$ cat src/rtl/regfile_sync_read.sv
// Register file with one write port and two registered read ports.
// Latency: read data and ReadValid appear one cycle after the ReadEnable edge.
// Backpressure: none; ReadEnable may be held high to stream one result per cycle.
//
// Ports:
//   Clk, Reset_n                          clock, async active-low reset
//   RegWrite, WriteRegister, WriteData    write port
//   ReadEnable, ReadRegister1/2           read launch (samples both addresses)
//   ReadData1/2, ReadValid                registered read results
//
// Optional build macro REGFILE_ZERO_REG_EN: address 0 reads as zero and
// writes to it are dropped.
module regfile_sync_read #(
  parameter int WIDTH  = 32,
  parameter int ADDR_W = 5,
  parameter bit BYPASS = 1'b1
) (
  input  logic              Clk,
  input  logic              Reset_n,
  input  logic              RegWrite,
  input  logic [ADDR_W-1:0] WriteRegister,
  input  logic [WIDTH-1:0]  WriteData,
  input  logic              ReadEnable,
  input  logic [ADDR_W-1:0] ReadRegister1,
  input  logic [ADDR_W-1:0] ReadRegister2,
  output logic [WIDTH-1:0]  ReadData1,
  output logic [WIDTH-1:0]  ReadData2,
  output logic              ReadValid
);

  localparam int DEPTH = 2 ** ADDR_W;

`ifdef REGFILE_ZERO_REG_EN
  localparam bit ZERO_REG = 1'b1;
`else
  localparam bit ZERO_REG = 1'b0;
`endif

  logic [WIDTH-1:0] regs [DEPTH];
  logic             wr_en;
  logic [WIDTH-1:0] rd1_nxt;
  logic [WIDTH-1:0] rd2_nxt;

  // With the zero register enabled, writes to address 0 never happen, so
  // reg[0] stays at its reset value and is also excluded from forwarding.
  assign wr_en = RegWrite && !(ZERO_REG && (WriteRegister == '0));

  always_ff @(posedge Clk or negedge Reset_n) begin
    if (!Reset_n) begin
      for (int i = 0; i < DEPTH; i++) begin
        regs[i] <= '0;
      end
    end else if (wr_en) begin
      regs[WriteRegister] <= WriteData;
    end
  end

  // Each port resolves its own forwarding; the forced-zero override wins last.
  always_comb begin
    rd1_nxt = regs[ReadRegister1];
    rd2_nxt = regs[ReadRegister2];
    if (BYPASS && wr_en && (WriteRegister == ReadRegister1)) begin
      rd1_nxt = WriteData;
    end
    if (BYPASS && wr_en && (WriteRegister == ReadRegister2)) begin
      rd2_nxt = WriteData;
    end
    if (ZERO_REG && (ReadRegister1 == '0)) begin
      rd1_nxt = '0;
    end
    if (ZERO_REG && (ReadRegister2 == '0)) begin
      rd2_nxt = '0;
    end
  end

  // Data holds when idle; only the valid flag drops.
  always_ff @(posedge Clk or negedge Reset_n) begin
    if (!Reset_n) begin
      ReadData1 <= '0;
      ReadData2 <= '0;
      ReadValid <= 1'b0;
    end else if (ReadEnable) begin
      ReadData1 <= rd1_nxt;
      ReadData2 <= rd2_nxt;
      ReadValid <= 1'b1;
    end else begin
      ReadValid <= 1'b0;
    end
  end

endmodule

$ cat config.mk
export PLATFORM = sky130hd
export DESIGN_NAME = regfile_sync_read
export DESIGN_NICKNAME = d
export VERILOG_FILES = /design/src/rtl/regfile_sync_read.sv
export SDC_FILE = /design/constraint.sdc
export NUM_CORES = 2
export LEC_CHECK = 0
export CORE_MARGIN = 1
export CORE_UTILIZATION = 35
export CTS_BUF_LIST = sky130_fd_sc_hd__clkbuf_4
export DETAILED_ROUTE_END_ITERATION = 8
export DONT_BUFFER_PORTS = 1
export PLACE_DENSITY = 0.56
export SYNTH_ARGS = -nofsm -noshare
export SYNTH_HDL_FRONTEND = slang
export SYNTH_SLANG_ARGS = --single-unit
$ cat constraint.sdc
create_clock -name Clk -period 4 [get_ports Clk]
set_clock_uncertainty 0.15 [all_clocks]
set_input_delay 0.2 -clock Clk [delete_from_list [all_inputs] [get_ports Clk]]
set_output_delay 0.2 -clock Clk [all_outputs]
set_load 0.05 [all_outputs]
# Word level (Yosys, flattened, before mapping)
# Cells that the tools add are included.
op_classes:
  bitwise_logic: 3
  n_lt_le_gt_ge: 4
  eq_ne: 2
  reduce_logical: 3
  mux: 12
op_table:
  columns: ["op", "count"]
  rows:
  - ["$bwmux 1024", 1]
  - ["$bmux 32 s5", 2]
  - ["$mux 32", 7]
  - ["$demux 32 s5", 1]
  - ["$ge 6x6->1 const B", 3]
  - ["$not 5->6", 3]
  - ["$eq 5x5->1", 2]
  - ["$lt 6x1->1 const B", 1]
  - ["$logic_and 1x1->1", 3]
  - ["$mux 1", 1]
totals:
  regBits: 1089
  in_bits: 51
  elab_cells: 59

# Depth between registers and ports, before layout
logic_depth:
  word_depth: 6
  depth_mapped: 9
  ltp_nobuf: 5

# Worst setup path before layout
# OpenSTA, ideal clock, no wires.
synth_timing:
  path_kind: "input to register"
  startpoint: "input port ReadRegister1[0]"
  endpoint: "register ReadData1[14]"
  setup_time_ps: 132
  t_required_ps: 3718
  path_stages: 7
  arrival_time_ps: 2011
  path_slack_ps: 1707
  cell_sequence: "buf_2 -> buf_2 -> buf_2 -> mux4_2 -> mux4_2 -> mux2i_1 -> o21ai_1"
synth_between:
  elab_chain_len: 5
  elab_cells_between_ends: 7
  cone_classes: "1 x eq/ne; 4 x mux; 1 x bitwise; 1 x reduce/logical"
synth_rtl:
  columns: ["element", "line", "rtl"]
  rows:
  - ["from (decl)", "24", "input logic [ADDR_W-1:0] ReadRegister1,"]
  - ["$not 5->6 (not written as such)", "60", "rd1_nxt = regs[ReadRegister1];"]
  - ["$bmux 32 s5", "60", null]
  - ["$mux 32 (not written as such) (2 in a row)", "60", null]
  - ["$mux 32 (*)", "62", "if (BYPASS && wr_en && (WriteRegister == ReadRegister1)) begin"]
  - ["to (signal assigned)", "83", "ReadData1 <= rd1_nxt;"]
  - ["to (decl)", "26", "output logic [WIDTH-1:0] ReadData1,"]
# Mark *: on every way between the ends. The rest lies on a longest branch, timed or not. The select of a mux whose other input is x is not followed.
# A chain may end at the register's enable or synchronous reset.

# Worst setup path in the final report
layout_timing:
  startpoint: "input port ReadRegister2[3]"
  endpoint: "register ReadData2[11]"
layout_between:
  elab_chain_len: 5
  elab_cells_between_ends: 7
  cone_classes: "1 x eq/ne; 4 x mux; 1 x bitwise; 1 x reduce/logical"
layout_rtl:
  columns: ["element", "line", "rtl"]
  rows:
  - ["from (decl)", "25", "input logic [ADDR_W-1:0] ReadRegister2,"]
  - ["$not 5->6 (not written as such)", "61", "rd2_nxt = regs[ReadRegister2];"]
  - ["$bmux 32 s5", "61", null]
  - ["$mux 32 (not written as such) (2 in a row)", "61", null]
  - ["$mux 32 (*)", "65", "if (BYPASS && wr_en && (WriteRegister == ReadRegister2)) begin"]
  - ["to (signal assigned)", "84", "ReadData2 <= rd2_nxt;"]
  - ["to (decl)", "27", "output logic [WIDTH-1:0] ReadData2,"]
# Marks and branches as above.

==> flow_summary.json <==
{
  "critical_path.top_delay_family": "buffers and inverters",
  "drc": 0,
  "syn_inst": 3706,
  "grt_pass1_wl_mm": 288.6,
  "synthDistinctLibCells": 53,
  "slew_headroom": -0.07188,
  "firstDrtPassIters": 7,
  "grt_max_degree": 237,
  "setup_tns_ps": 0,
  "syn-cell-area_um2": 57210,
  "synth_edf_count": 0,
  "clk_pin_slew_ps": 60,
  "root_buffer": "clkbuf_4",
  "max_freq_mhz": 255.1,
  "drt-initial-drc-count": 3467,
  "cap_viol_max_count": 0,
  "max_stage_delay_ps": 740,
  "critPathLaunchType": "primary input",
  "std_cell_rows": 148,
  "clock_sinks": 1089,
  "path_cells": "dlygate4sd3_1, buf_16, inv_2, buf_4, mux4_2, nand2_1, dlygate4sd3_1, a21oi_1, dlygate4sd3_1, a221o_1, dlygate4sd3_1",
  "synth-async-reset-ratio": 1.000,
  "reg2reg_from": "regs[25]$_DFFE_PN0P_",
  "hold_path_class": "in -> async",
  "wl_per_cell_um": 31.26,
  "tightest_slew_ps": 1608,
  "grt_util_all_layers": 0.2435,
  "path_max_fanout": 27,
  "critPathKind": "in -> reg",
  "globalplace.congestion": 0.7540,
  "syn-num-nets": 3757,
  "seq_area_frac_synth": 0.4763,
  "core_area_um2": 162600,
  "r2r_end": "ReadData2[25]$_DFFE_PN0P_",
  "yosys_most_used_dff": "dfrtp_1",
  "place_hpwl_mm": 95.24,
  "port_buffers": 0,
  "rsz0062_at_grt": "false",
  "via_per_inst": 5.952,
  "fp.dieH_um": 406.3,
  "cts_tree": "built",
  "crit_slowest_cell": "inv_2",
  "ant_nets": 0,
  "synth-seq-cells": 1089,
  "pin_count": 116,
  "critPathCaptureType": "flop",
  "start_util": 0.3519,
  "reg2reg_depth": 8,
  "drive_above_1_share": 0.5124,
  "die_area_um2": 165100,
  "cts_buffers": 320,
  "mostFrequentLayoutCells": "dfrtp_1, mux2_2, mux4_2, clkbuf_4, dlygate4sd3_1",
  "final_nets": 4022,
  "status": "finished with violations",
  "yosys.area.top_type": "dfrtp_1",
  "fillCellCount": 15230,
  "antenna_found_initial": 16,
  "syn_area_per_cell_um2": 15.44,
  "area_growth_pct": 15.75,
  "final_common_cell": "dfrtp_1",
  "cp.arrival_ps": 4900,
  "r2r_slack_ps": 90,
  "clock_path_buffers": 4,
  "vias": 37940,
  "crit_start": "ReadRegister2[3]",
  "finalHoldViolCount": 0,
  "peakVddDrop_v": 0.0003033,
  "routed_wl_mm": 199.2,
  "post-route-util": 0.4073,
  "place_ws_ps": 718.8,
  "grt_pass1_vias": 39350,
  "crit_top_cell": "dlygate4sd3_1",
  "insertion_delay_ps": 1290,
  "p_per_area_nw_per_um2": 490.3,
  "slew_violations": 125,
  "yosysTopAreaCellShare": 0.4763,
  "htree_levels": 5,
  "layout_setup_ws_ps": 80.40,
  "violations": "max-slew violations",
  "setup_violations": 0,
  "yosys_warnings": 0,
  "globalRouteOverflowTotal": 0,
  "fin_crit_sh": 0.9799,
  "synthTopCellsByArea": "dfrtp_1, mux2_2, mux4_2",
  "cp.required_ps": 4980,
  "die_w_um": 406.3,
  "leakage_nw": 28.50,
  "path_buf_inv": 7,
  "finalCriticalPeriod_ps": 3920
}
[metal layers]
| metal | up-vias | GRT usage | wire [µm] |
|---|---|---|---|
| li1 | 15240 | - | - |
| met1 | 20920 | 0.3321 | 85120 |
| met2 | 1438 | 0.3810 | 93900 |
| met3 | 328 | 0.06001 | 15060 |
| met4 | 14 | 0.07587 | 5073 |
| met5 | - | 0 | 96 |
[state kept, by name, indices dropped and copies added (netlist names)]
signal,flops
ReadData1,32
regs,1024
ReadData2,32
ReadValid,1
[how the worst max path moves through the flow]
stage | cells past startpoint | end | slack [ps]
2_1_floorplan | 7 | ReadData1[14]$_DFFE_PN0P_ | 1710
3_3_place_gp | 3 | regs[145]$_DFFE_PN0P_ | 760
3_5_place_dp | 3 | regs[209]$_DFFE_PN0P_ | 720
4_1_cts | 12 | ReadData2[21]$_DFFE_PN0P_ | 20
5_1_grt | 8 | ReadData2[24]$_DFFE_PN0P_ | 7
6_report | 11 | ReadData2[11]$_DFFE_PN0P_ | 80
[worst register-to-register path: stages, from the launching register on]
cell and delay (ps):
dfrtp_1 390, mux4_2 470, dlygate4sd3_1 590, a22oi_2 120, dlygate4sd3_1 560, nand3_1 80
dlygate4sd3_1 560, a221o_1 300, dlygate4sd3_1 570
[report_power, final]
part | switching [mW] | total, mW | internal [mW]
clock | 4.89 | 10.3 | 5.42
sequential | 2.16 | 15.3 | 13.2
combinational | 2.46 | 6.82 | 4.36
total | 9.52 | 32.5 | 23.0
[through the flow]
| stage | instances | hold WS (ps) | area [µm²] | power [mW] |
|---|---|---|---|---|
| 6_report | 6374 | 10.92 | 66220 | 32.47 |
| 5_1_grt | 6370 | 23.04 | 66210 | 34.15 |
| 4_1_cts | 6360 | 0.2509 | 66190 | 32.69 |
| 3_5_place_dp | 5540 | -245.3 | 59100 | 21.15 |
| 3_3_place_gp | 5540 | -245.2 | 59100 | 20.94 |
| 2_1_floorplan | 3706 | -245.6 | 57210 | 19.80 |
[timing repair]
action,4_1_cts,5_1_grt
buffers inserted,0,3
hold endpoints to repair,1725,0
endpoints found under the setup margin,0,9
gates resized for setup,0,3
hold buffers,285,0
[cell type report]
cell class	instances	area (µm²)	area share
multi-input combinational	2218	28450	0.4296
sequential	1089	27250	0.4115
timing repair buffer	335	3916	0.05914
clock buffer	466	3498	0.05283
tap	2175	2721	0.04109
clock inverter	69	317.8	0.004799
antenna	15	37.54	0.0005668
inverter	7	33.78	0.0005101
[cell usage after synthesis (all sizes together), types with 8 or more instances]
library cell	instances
mux2i	206
nand2	53
a22o	9
a211oi	9
o21ai	66
mux2	1024
nor2	36
nor2b	14
dfrtp	1089
nand3	23
a311oi	8
a221oi	81
clkbuf	232
nor3	12
buf	160
a221o	23
a21oi	18
mux4	505
a22oi	56
[logic make-up after synthesis]
logic type                count (synthesis)  share of synthesized area
buffers and inverters                   399                    0.03151
and+or+nand+nor                         170                    0.01428
DFF                                    1089                     0.4763
muxes                                  1735                     0.4364
xor gates and xnor gates                 10                   0.001531
AOI/OAI and AO/OA                       303                    0.03998
Power figures use the tool's default switching activity.
